<file path="src/rtl/lab2_entry_conditioner.sv">
// Input conditioner for the Lab2 combination lock.
// Synchronizes a raw push-button and a 4-bit switch bank.
// Debounces the button with a counter-based FSM.
// Emits one registered single-cycle Enter strobe per accepted press, with the
// switch value captured into Digit on the same edge.
//
// Optional build macro ENTRY_DIGIT_STABLE_EN: the switches are shadowed when
// qualification starts. Any change seen during qualification poisons the
// press, so it never strobes and Digit keeps its previous value.
module lab2_entry_conditioner #(
  parameter int unsigned DEBOUNCE_CYCLES = 16,
  parameter int unsigned CNT_WIDTH       = 5
) (
  input  logic       Clock,
  input  logic       Reset,
  input  logic       ButtonRaw,
  input  logic [3:0] SwitchesRaw,
  output logic       Enter,
  output logic [3:0] Digit,
  output logic       Pressed
);

  typedef enum logic [1:0] {
    StIdle,
    StPressWait,
    StHeld,
    StReleaseWait
  } state_e;

  // Count value on the last cycle of qualification.
  localparam logic [CNT_WIDTH-1:0] CntTerm = CNT_WIDTH'(DEBOUNCE_CYCLES - 1);
  localparam logic [CNT_WIDTH-1:0] CntOne  = CNT_WIDTH'(1);

  // Synchronizer stages
  logic       btn_meta_q, btn_meta_d;
  logic       btn_sync_q, btn_sync_d;
  logic [3:0] sw_meta_q, sw_meta_d;
  logic [3:0] sw_sync_q, sw_sync_d;

  // Debounce FSM and registered outputs
  state_e               state_q, state_d;
  logic [CNT_WIDTH-1:0] cnt_q, cnt_d;
  logic                 enter_q, enter_d;
  logic [3:0]           digit_q, digit_d;
  logic                 pressed_q, pressed_d;

  logic       btn_s;
  logic [3:0] sw_s;
  logic       term_hit;
  logic       press_ok;

  assign btn_s = btn_sync_q;
  assign sw_s  = sw_sync_q;

`ifdef ENTRY_DIGIT_STABLE_EN
  logic [3:0] shadow_q, shadow_d;
  logic       poison_q, poison_d;
`endif

  // Synchronizer next-state: plain two-stage shift of the raw inputs.
  always_comb begin
    btn_meta_d = ButtonRaw;
    btn_sync_d = btn_meta_q;
    sw_meta_d  = SwitchesRaw;
    sw_sync_d  = sw_meta_q;
  end

  // Debounce FSM next-state, counter and output decode.
  always_comb begin
    state_d  = state_q;
    term_hit = 1'b0;

    case (state_q)
      StIdle: begin
        if (btn_s) state_d = StPressWait;
      end
      StPressWait: begin
        if (!btn_s) begin
          state_d = StIdle;
        end else if (cnt_q == CntTerm) begin
          state_d  = StHeld;
          term_hit = 1'b1;
        end
      end
      StHeld: begin
        if (!btn_s) state_d = StReleaseWait;
      end
      StReleaseWait: begin
        // A bounce back to 1 returns to HELD without a new strobe.
        if (btn_s) begin
          state_d = StHeld;
        end else if (cnt_q == CntTerm) begin
          state_d = StIdle;
        end
      end
      default: state_d = StIdle;
    endcase

    // Every transition restarts qualification from zero.
    if (state_d != state_q) begin
      cnt_d = '0;
    end else if (state_q == StPressWait || state_q == StReleaseWait) begin
      cnt_d = cnt_q + CntOne;
    end else begin
      cnt_d = cnt_q;
    end

`ifdef ENTRY_DIGIT_STABLE_EN
    shadow_d = shadow_q;
    poison_d = poison_q;
    if (state_q == StIdle && state_d == StPressWait) begin
      shadow_d = sw_s;
      poison_d = 1'b0;
    end else if (state_q == StPressWait && sw_s != shadow_q) begin
      poison_d = 1'b1;
    end
    // Include the terminal cycle itself, which poison_q has not yet seen.
    press_ok = !poison_q && (sw_s == shadow_q);
`else
    press_ok = 1'b1;
`endif

    enter_d = 1'b0;
    digit_d = digit_q;
    if (term_hit && press_ok) begin
      enter_d = 1'b1;
      digit_d = sw_s;
    end

    pressed_d = (state_d == StHeld) || (state_d == StReleaseWait);
  end

  // Synchronizer flops.
  always_ff @(posedge Clock) begin
    if (Reset) begin
      btn_meta_q <= 1'b0;
      btn_sync_q <= 1'b0;
      sw_meta_q  <= 4'h0;
      sw_sync_q  <= 4'h0;
    end else begin
      btn_meta_q <= btn_meta_d;
      btn_sync_q <= btn_sync_d;
      sw_meta_q  <= sw_meta_d;
      sw_sync_q  <= sw_sync_d;
    end
  end

  // FSM state, debounce counter and registered outputs.
  always_ff @(posedge Clock) begin
    if (Reset) begin
      state_q   <= StIdle;
      cnt_q     <= '0;
      enter_q   <= 1'b0;
      digit_q   <= 4'h0;
      pressed_q <= 1'b0;
    end else begin
      state_q   <= state_d;
      cnt_q     <= cnt_d;
      enter_q   <= enter_d;
      digit_q   <= digit_d;
      pressed_q <= pressed_d;
    end
  end

`ifdef ENTRY_DIGIT_STABLE_EN
  // Switch shadow and poison flag for the stable-digit option.
  always_ff @(posedge Clock) begin
    if (Reset) begin
      shadow_q <= 4'h0;
      poison_q <= 1'b0;
    end else begin
      shadow_q <= shadow_d;
      poison_q <= poison_d;
    end
  end
`endif

  assign Enter   = enter_q;
  assign Digit   = digit_q;
  assign Pressed = pressed_q;

endmodule

</file>
<file path="config.mk">
export PLATFORM = sky130hd
export DESIGN_NAME = lab2_entry_conditioner
export DESIGN_NICKNAME = d
export VERILOG_FILES = /design/src/rtl/lab2_entry_conditioner.sv
export SDC_FILE = /design/constraint.sdc
export NUM_CORES = 1
export LEC_CHECK = 0
export ABC_AREA = 1
export BUFFER_PORTS_ARGS = -buffer_cell sky130_fd_sc_hd__buf_2
export CORE_MARGIN = 3
export CORE_UTILIZATION = 30
export DETAILED_ROUTE_END_ITERATION = 7
export SYNTH_ARGS = -nofsm -noshare
export SYNTH_HDL_FRONTEND = slang
export SYNTH_SLANG_ARGS = --single-unit
</file>
<file path="constraint.sdc">
create_clock -name Clock -period 3.83 [get_ports Clock]
set_clock_uncertainty 0.2 [all_clocks]
set_input_delay 0.5745 -clock Clock [delete_from_list [all_inputs] [get_ports Clock]]
set_output_delay 0.5745 -clock Clock [all_outputs]
set_load 0.1 [all_outputs]
</file>
After elaboration in Yosys (flattened, before gate mapping)
Index checks and enable logic that the tools add are counted.
- register bits: 23
- input port bits: 7
- output and inout port bits: 6
- logic and storage cells: 32
- $add $sub $neg: 1
- equality and inequality tests: 7
- muxes and demuxes: 11
- reductions and logical operators: 4
- operator list (cell ; number):
    2-to-1 mux 2 bit ; 6
    == test 2 bit (second input constant) ; 4
    case mux 2 bit (4 select lines) ; 1
    adder 5 x 1 -> 5 bit (second input constant) ; 1
    == test 5 x 4 -> 1 bit (second input constant) ; 1
    2-to-1 mux 1 bit ; 4
    == test 2 x 1 -> 1 bit (second input constant) ; 1
    zero test 2 bit ; 1
    logical OR 1 bit ; 2
    != test 2 bit ; 1
    OR reduction 2 bit ; 1

Logic depth before layout (Yosys ltp)
Gate-level depths: netlist of run 1.
- depth in word-level cells: 6
- gate-level depth with buffers: 9
- depth with buffers taken out: 9

Least setup slack after synthesis of run 1
Ideal clock, no wire load.
- path kind: register -> register
- start: register state_q[1]
- end: register cnt_q[0]
- setup time: 0.116 ns
- arrival time: 1.485 ns
- required time: 3.514 ns
- setup slack: 2.029 ns
- cell stages (with the launch flop): 6
- path buffers: 0
- clock period less this slack: 1.801 ns
- path through: dfxtp_1 inv_2 nand2_2 nand3_1 nand3_2 nor2_1
- word-level cells in the longest chain between the ends: 5
- elaborated cells on any way between the ends: 14
- classes of those cells: eq/ne (4); mux (7); reduce/logical (3)
- ends and longest elaborated chain (item ; line ; RTL):
    from (decl) ; 41 ; state_e state_q, state_d;
    from (signal assigned) ; 151 ; state_q <= StIdle;
    from (signal assigned) ; 157 ; state_q <= state_d;
    2-to-1 mux 2 bit (on tied branches) ; 92, 80 ;
    2-to-1 mux 2 bit (on tied branches) ; 90, 78 ;
    case mux 2 bit (4 select lines) ; 73 ; case (state_q)
    != test 2 bit ; 100 ; if (state_d != state_q) begin
    OR reduction 2 bit (no source line) ; - ;
    to (signal assigned) ; 158 ; cnt_q <= cnt_d;
    to (decl) ; 42 ; logic [CNT_WIDTH-1:0] cnt_q, cnt_d;
Parallel ways exist; a longest one is shown, timed or not.
A chain may end at the register's enable or synchronous reset.

==> results by group, run 1 <==
Logic synthesis
  – Synth Warn #: 0
  – Mean Syn Cell Area: 8.37 um^2
  – Mapped Cells: 100
  – Cell variety after synth: 21
  – Register area share after synthesis: 52.6%
  – Post-synth top cells: 22 x dfxtp_1, 22 x nor2_1, 17 x inv_1
  – Area leader, netlist: dfxtp_1
  – Synth Register Bits: 22
  – Synth top area cells: dfxtp_1 53%, nor2_1 9.9%, inv_1 7.6%
  – Syn_nets: 109
  – Post-synth EDFFs: 0
  – Asr flop ratio synth: 0%
  – Most used DFF post-synth: dfxtp_1
  – Mapped Area: 837 um^2
  – Yosys top cell area share: 52.6%

Detailed routing
  – Drt pass-1 iters: 4
  – Drt wl/cell: 9.15 um
  – DR vias/cell: 4.20
  – DRT iter0 DRCs: 4
  – Met1 wire length: 626 um
  – Met2 WL post-DR: 617 um
  – Met3 WL: 50 um
  – Final ANT Viol Nets: 0
  – Top Layer Used: met4
  – DRC viols: 0
  – DR vias: 605
  – WL final: 1320 um

Clock network
  – Worst-path clk slew: 0.11 ns
  – Clock Tree Root: clkbuf_4
  – # H-tree levels: 1
  – Post-CTS Setup Inserts: 0
  – Later-pin clock latency in the skew report: 0.30 ns
  – Post-CTS Hold Buffers: 0
  – Gates resized, CTS repair: 0
  – CTS Buf Count: 3
  – CTS tree: built
  – Clock buffer depth: 2
  – Clk sink count: 22

Timing
  – Period utilisation layout: 50.9%
  – Slew @ Worst Pin: 0.491 ns
  – RSZ-0062 raised after global routing: false
  – Final Critical Period: 1.95 ns
  – Final setup fails: 0
  – Max Fclk: 0.513 GHz
  – Relative slew slack: 67.5%
  – Slew Limit Fails: 0
  – Fin Hold WS: 0.212 ns
  – Final Hold Viols: 0
  – Setup ws final: 1.88 ns
  – Setup_tns: 0 ns

Floorplan
  – Core box area: 2570 um^2
  – Starting density of the core: 32.6%
  – Die W: 58.8 um
  – FP Rows: 18
  – # IOs: 13
  – DIE AREA: 3460 um^2
  – Die H: 58.8 um

Layout
  – Final non-filler cell total: 144
  – Fill count: 286
  – Area grow syn2layout: 14.1%
  – Layout cells sized above 1: 20.2%
  – Final Instance Area: 955 um^2
  – Antenna diode count: 0
  – Nets: 124

Worst setup path
  – Worst path arrival time: 1.17 ns
  – Critical path fanouts, max: 5
  – R2R depth: 8
  – CP Class: reg -> out
  – CP max-delay cell: buf_2
  – Max incr delay on CP: 0.46 ns
  – Critical Path RT: 3.06 ns
  – CP Launch Type: flop
  – Cell family with most CP delay: buffers and inverters
  – R2r endpoint: Digit[2]
  – Crit Reg-Reg Startpoint: cnt_q[0]
  – Worst path bufs/invs: 1
  – Worst reg2reg setup slack: 2.14 ns
  – Setup crit end kind: output pin
  – Crit path cell chain: buf_2

Placement
  – DP HPWL: 1020 um
  – Worst slack, placed: 2.15 ns
  – IO Port Bufs: 12
  – Final GP Congestion: 0.776
  – Area after DPL: 918 um^2
  – Placed Cells: 140

Global routing
  – Antenna violations before repair: 0
  – Overflow after GRT: 0
  – Tot GR Track Use: 8.66%
  – Pin count of the biggest net entering global routing: 13
  – Vias in the first global route: 553
  – First-pass GRT wire length: 2240 um

Power and ir drop
  – Peak supply drop: 0.211 mV
  – PwrDens: 394 nW/um^2
  – P_leak: 0.000423 uW

Min path
  – Hold_sp: sw_meta_q[3]
  – WHS Path Cells: 2
  – Hold EP: sw_s[3]
  – Hold WC Path Type: reg -> reg

Job
  – Max cap viols: 0

Status
  – Status: finished, final reports clean
logic make-up after synthesis:
| group | synth area share, % |
|---|---|
| xor+xnor | 2.09 |
| flops | 52.6 |
| compound gates | 4.78 |
| mux | 1.20 |
| fa+ha+maj | 2.99 |
| buf+inv | 10.8 |
| simple gates | 25.6 |
power breakdown:
| part | internal, uW | switching [uW] |
|---|---|---|
| sequential | 234 | 2.96 |
| combinational | 6.56 | 9.16 |
| clock | 58.0 | 65.2 |
layout make-up:
class / count / area, um^2 / area share, %
Clock buffer: 4 / 36.3 / 3.80
Tap cell: 30 / 37.5 / 3.93
Timing Repair Buffer: 12 / 60.1 / 6.29
Inverter: 19 / 73.8 / 7.73
Multi-Input combinational cell: 57 / 307 / 32.1
Sequential cell: 22 / 440 / 46.1
how the worst max path moves through the flow:
stage                     startpoint  depth (start not counted)        to  slack, ns
after floorplan           state_q[1]                          5  cnt_q[0]       2.03
final                     state_q[1]                          1   Pressed       1.88
after CTS                 state_q[1]                          1   Pressed       1.87
after detailed placement    cnt_q[0]                          7  Digit[1]       2.15
after global placement      cnt_q[0]                          7  Digit[3]       2.23
after global routing      state_q[1]                          1   Pressed       1.81
sequential cells by signal, indices dropped and copies added (netlist names):
signal,cells
sw_s,4
btn_meta_q,1
state_q,2
cnt_q,5
sw_meta_q,4
Enter,1
btn_s,1
Digit,4
metrics by stage:
stage | power [uW] | util [%]
3_5_place_dp | 258 | 35.8
3_3_place_gp | 258 | 35.8
6_report | 376 | 37.2
2_1_floorplan | 253 | -
4_1_cts | 382 | 37.2
5_1_grt | 393 | 37.2
placed cells by master (no fill, tap or decap):
cell,count
nand2_8,1
o21ai_1,1
xor2_1,1
nand2_1,10
nor2_1,22
dfxtp_1,22
inv_1,17
nor3_1,4
xnor2_1,1
o21ai_0,6
inv_4,1
a21oi_1,1
nand2_2,1
mux2i_1,1
nor2_4,2
buf_2,12
nand3_2,1
nand3_1,3
clkbuf_8,1
inv_2,1
clkbuf_4,3
ha_1,2
metal layers:
layer  GRT usage, %  up-vias
li1               -      329
met1           9.81      261
met2           14.4       11
met3           2.63        4
met4           4.85        0
met5              0        -
(Power assumes the default switching activity.)
==> inputs of run 2 (changes only) <==
- ABC_AREA: 1 -> 0
- clock period: 3.83 -> 1.6 ns (I/O delays scaled with it)
==> results by group, run 2 <==
Status
  – Status: finished, violations left
  – Failing checks: negative setup slack

Logic synthesis
  – Mapped Cells: 70
  – Syn_nets: 79
  – Most used DFF post-synth: dfxtp_1
  – Post-synth EDFFs: 0
  – Mean Syn Cell Area: 11.1 um^2
  – Synth top area cells: dfxtp_1 57%, nor2b_1 8.1%, mux2i_1 6.5%
  – Post-synth top cells: 22 x dfxtp_1, 11 x nor2_1, 10 x nor2b_1
  – Synth Register Bits: 22
  – Synth Warn #: 0
  – Asr flop ratio synth: 0%
  – Cell variety after synth: 21
  – Area leader, netlist: dfxtp_1
  – Mapped Area: 774 um^2
  – Register area share after synthesis: 56.9%
  – Yosys top cell area share: 56.9%
  – Most common cell in the netlist: dfxtp_1

Detailed routing
  – DR vias: 546
  – Drt pass-1 iters: 4
  – DRC viols: 0
  – Drt wl/cell: 11.1 um
  – WL final: 1400 um
  – Final ANT Viol Nets: 0
  – DRT iter0 DRCs: 7
  – DR vias/cell: 4.33

Worst setup path
  – Worst reg2reg setup slack: -0.01 ns
  – Crit Reg-Reg Startpoint: cnt_q[1]
  – Critical path depth: 6
  – CP endpoint: cnt_q[4]
  – Setup crit end kind: flop
  – Max incr delay on CP: 0.36 ns
  – CP Class: reg -> reg
  – Critical path fanouts, max: 5
  – CP Launch Type: flop
  – Most used cell along the critical path: ha_4
  – Worst path arrival time: 1.64 ns
  – Cell family with most CP delay: simple AND/OR/NAND/NOR gates
  – Critical path origin: cnt_q[1]
  – CP max-delay cell: dfxtp_2
  – Critical Path RT: 1.63 ns
  – Worst path bufs/invs: 0
  – Crit path cell chain: ha_4 -> and3_4 -> ha_4 -> nor3b_4 -> mux2i_4 -> a211oi_2
  – R2R depth: 6
  – R2r endpoint: cnt_q[4]

Clock network
  – Clock Tree Root: clkbuf_4
  – CTS Buf Count: 3
  – # H-tree levels: 1
  – Later-pin clock latency in the skew report: 0.30 ns
  – CTS tree: built
  – Worst-path clk slew: 0.12 ns
  – Clock buffer depth: 2
  – Clk sink count: 22

Power and ir drop
  – P_leak: 0.000495 uW
  – PwrDens: 949 nW/um^2
  – Total power: 1040 uW
  – Peak supply drop: 0.526 mV

Layout
  – Commonest non-fill, non-tap cell in the layout: dfxtp_1
  – Fill count: 212
  – Nets: 108
  – Largest register FFs: 5
  – Antenna diode count: 0
  – Final Instance Area: 1100 um^2
  – Layout cells sized above 1: 36.7%
  – Top reg by flops: cnt_q
  – Most frequent cells in the layout: 19 x dfxtp_1, 11 x nor2_1, 11 x buf_2, 10 x nor2b_1, 9 x buf_4
  – Area grow syn2layout: 41.5%

Timing
  – Final Hold Viols: 0
  – Slew @ Worst Pin: 0.488 ns
  – Slew Limit Fails: 0
  – RSZ-0062 raised after global routing: true
  – Final setup fails: 1
  – Final Critical Period: 1.61 ns
  – Relative slew slack: 67.7%
  – Setup ws final: -0.0107 ns
  – Period utilisation layout: 101%
  – Max Fclk: 0.621 GHz

Floorplan
  – FP Rows: 17
  – # IOs: 13
  – Starting density of the core: 33.4%
  – Die H: 56.8 um
  – DIE AREA: 3230 um^2
  – Core box area: 2320 um^2
  – Die W: 56.8 um

Global routing
  – Vias in the first global route: 578
  – First-pass GRT wire length: 2440 um
  – Tot GR Track Use: 9.64%
  – Antenna violations before repair: 0
  – Pin count of the biggest net entering global routing: 16
  – Overflow after GRT: 0

Placement
  – Area after DPL: 915 um^2
  – Final GP Congestion: 0.647
  – Worst slack, placed: -0.0737 ns
  – IO Port Bufs: 12
  – DP HPWL: 916 um

Min path
  – Hold WC Path Type: in -> reg

Job
  – Max cap viols: 0
-- run 2: changes by cell type after synthesis, moves of 6 or more --
cell	previous run	this run
inv_1	17	1
nand2_1	10	3
nor2_1	22	11
nor2b_1	0	10
o21ai_0	6	0
-- run 2: worst min-delay path by stage --
stage | cells past startpoint | start | slack (ns) | to
floorplan | 1 | ButtonRaw | 0.17 | btn_meta_q
global placement | 1 | sw_meta_q[3] | 0.22 | sw_s[3]
detailed placement | 1 | btn_meta_q | 0.22 | btn_s
CTS | 3 | Reset | 0.16 | state_q[1]
global route | 3 | Reset | 0.19 | Digit[0]
finish | 3 | Reset | 0.19 | state_q[1]
-- run 2: layer usage --
metal | vias to the layer above | global-route usage, % | routed length (um)
li1 | 283 | - | -
met1 | 250 | 12.1 | 654
met2 | 11 | 15.0 | 661
met3 | 2 | 3.22 | 66
met4 | 0 | 3.97 | 16
met5 | - | 0 | 0
-- run 2: layout make-up --
class                      count  area [um^2]  share of cell area (%)
sequential                    22          444                    40.5
inverter                       1         3.75                   0.342
clock inverter                 1         30.0                    2.74
clock buffer                   3         22.5                    2.05
multi-input combinational     44          370                    33.8
timing repair buffer          27          190                    17.4
tap                           28         35.0                    3.20
-- run 2: cells by family (layout without fill, tap and decap cells) --
group           count (synthesis)  count (layout)  synth area share [%]
compound gates                  3               3                  3.23
xor+xnor                        4               4                  5.49
fa+ha+maj                       2               2                  3.23
buf+inv                         4              32                  2.91
flops                          22              22                  56.9
mux                             6               6                  8.24
simple gates                   29              29                  20.0
-- run 2: through the flow --
step | TNS, ns | hold WS [ns] | utilization [%] | instances
final | -0.0107 | 0.187 | 47.3 | 126
after global routing | -0.344 | 0.193 | 47.3 | 126
after CTS | -0.135 | 0.160 | 45.5 | 124
after detailed placement | -0.363 | 0.220 | 39.4 | 112
after global placement | -0.0154 | 0.220 | 39.4 | 112
after floorplan | 0 | 0.168 | - | 70
-- run 2: power breakdown --
group	switching, uW	internal, uW
registers	6.21	562
clock network	161	253
logic	24.2	34.0
total	191	848
-- run 2: what timing repair did --
item	CTS	global route
pin swaps	5	5
endpoints found under the hold margin	7	0
resized for setup	3	4
buffers inserted	2	2
hold buffers	6	0
endpoints found under the setup margin	9	10
-- run 2: tightest hold or removal path: cells and delay by family --
| kind | cells | cell delay (ns) |
|---|---|---|
| buffers and inverters | 2 | 0.36 |
| AO/OA/AOI/OAI | 1 | 0.05 |
==> inputs of run 3 (changes only) <==
- CTS_BUF_LIST: default -> sky130_fd_sc_hd__clkbuf_16
==> results by group, run 3 (synthesis results as in run 2) <==
Clock network
  – # H-tree levels: 1
  – Worst-path clk slew: 0.06 ns
  – Later-pin clock latency in the skew report: 0.25 ns
  – Clock Tree Root: clkbuf_16
  – CTS Buf Count: 3
  – Clock buffer depth: 2
  – Clk sink count: 22
  – CTS tree: built

Detailed routing
  – WL final: 1420 um
  – Drt wl/cell: 11.6 um
  – DRT iter0 DRCs: 13
  – DR vias: 538
  – DRC viols: 0
  – Final ANT Viol Nets: 0
  – DR vias/cell: 4.41
  – Drt pass-1 iters: 4

Worst setup path
  – Crit Reg-Reg Startpoint: cnt_q[1]
  – Worst reg2reg setup slack: -0.005 ns
  – CP max-delay cell: dfxtp_2
  – CP Class: reg -> reg
  – Critical path origin: cnt_q[1]
  – Cell family with most CP delay: simple AND/OR/NAND/NOR gates
  – R2r endpoint: cnt_q[4]
  – Worst path arrival time: 1.58 ns
  – Crit path cell chain: ha_4 -> and3_4 -> ha_4 -> nor3b_4 -> mux2i_4 -> a211oi_2
  – R2R depth: 6
  – CP Launch Type: flop
  – CP endpoint: cnt_q[4]
  – Critical Path RT: 1.57 ns
  – Max incr delay on CP: 0.34 ns
  – Critical path depth: 6
  – Worst path bufs/invs: 0
  – Most used cell along the critical path: ha_4
  – Setup crit end kind: flop
  – Critical path fanouts, max: 5

Global routing
  – First-pass GRT wire length: 2430 um
  – Overflow after GRT: 0
  – Pin count of the biggest net entering global routing: 16
  – Tot GR Track Use: 9.68%
  – Met3 GRT Util: 2.53%
  – Met2 usage: 15.8%
  – Antenna violations before repair: 0
  – Met1 usage: 12.0%
  – Vias in the first global route: 559
  – Gr busiest metal: met2

Timing
  – Fin Hold WS: 0.00649 ns
  – Final Critical Period: 1.61 ns
  – Relative slew slack: 67.6%
  – Final setup fails: 1
  – Period utilisation layout: 100%
  – Final Hold Viols: 0
  – RSZ-0062 raised after global routing: true
  – Slew Limit Fails: 0
  – Slew @ Worst Pin: 0.489 ns
  – Max Fclk: 0.623 GHz
  – Setup ws final: -0.00503 ns

Power and ir drop
  – P_leak: 0.000501 uW
  – PwrDens: 1180 nW/um^2
  – Peak supply drop: 0.667 mV

Floorplan
  – DIE AREA: 3230 um^2
  – Starting density of the core: 33.4%
  – # IOs: 13
  – Core box area: 2320 um^2
  – Die H: 56.8 um
  – FP Rows: 17
  – Die W: 56.8 um

Layout
  – Antenna diode count: 0
  – Most frequent cells in the layout: 19 x dfxtp_1, 12 x buf_2, 11 x nor2_1, 10 x nor2b_1, 9 x buf_4
  – Final Instance Area: 1110 um^2
  – Area grow syn2layout: 42.8%
  – Area of the multi-input gates: 370 um^2
  – Top reg by flops: cnt_q
  – Layout cells sized above 1: 38.3%
  – Commonest non-fill, non-tap cell in the layout: dfxtp_1
  – Nets: 104
  – FF/Latch Area: 444 um^2
  – Fill count: 206
  – Largest register FFs: 5

Status
  – Status: finished, violations left
  – Failing checks: negative setup slack

Placement
  – Worst slack, placed: -0.0737 ns
  – Final GP Congestion: 0.647
  – Area after DPL: 915 um^2
  – IO Port Bufs: 12
  – DP HPWL: 916 um

Min path
  – Hold WC Path Type: in -> reg

Job
  – Max cap viols: 0
run 3: changes by cell type in the layout (fill, tap and decap cells not counted), sizes merged:
cell	delta
dlygate4sd3	-4
clkbuf	-1
buf	+1
run 3: metal layers:
layer | vias up | share of wire (%)
met5 | - | 0
met4 | 0 | 0.70
met3 | 2 | 5.1
met2 | 11 | 46
met1 | 250 | 48
li1 | 275 | -
run 3: final cells by class:
class	count	area share, %
Sequential cell	22	40.2
Multi-Input combinational cell	44	33.5
Timing Repair Buffer	23	13.3
Clock buffer	3	6.79
Tap cell	28	3.17
Clock inverter	1	2.71
Inverter	1	0.339
run 3: metrics by stage:
| stage | cells | util [%] | total power, uW | TNS (ns) |
|---|---|---|---|---|
| floorplan | 70 | - | 608 | 0 |
| global placement | 112 | 39.4 | 620 | -0.0154 |
| detailed placement | 112 | 39.4 | 622 | -0.363 |
| CTS | 119 | 46.1 | 1310 | -0.0305 |
| global route | 122 | 47.7 | 1340 | -0.241 |
| finish | 122 | 47.7 | 1300 | -0.00503 |
run 3: timing repair:
item                                   CTS  global route
endpoints found under the hold margin    2             0
pin swaps                                6             5
resized for setup                        4             2
setup buffers                            1             3
cloned                                   0             0
hold buffers                             2             0
setup endpoints to repair                9             8
run 3: worst min-delay path by stage:
stage | from | to | slack [ns] | cells past startpoint
6_report | SwitchesRaw[2] | sw_meta_q[2] | 0.006 | 2
5_1_grt | SwitchesRaw[2] | sw_meta_q[2] | 0.03 | 2
4_1_cts | SwitchesRaw[2] | sw_meta_q[2] | 0.006 | 2
3_5_place_dp | btn_meta_q | btn_s | 0.22 | 1
3_3_place_gp | sw_meta_q[3] | sw_s[3] | 0.22 | 1
2_1_floorplan | ButtonRaw | btn_meta_q | 0.17 | 1
run 3: power by group:
part           total [uW]  switching [uW]  internal, uW  leakage [uW]
Clock                 681             185           496     0.0000511
Combinational        51.0            23.3          27.7      0.000269
Sequential            568            6.31           562      0.000181
Total                1300             215          1090      0.000501
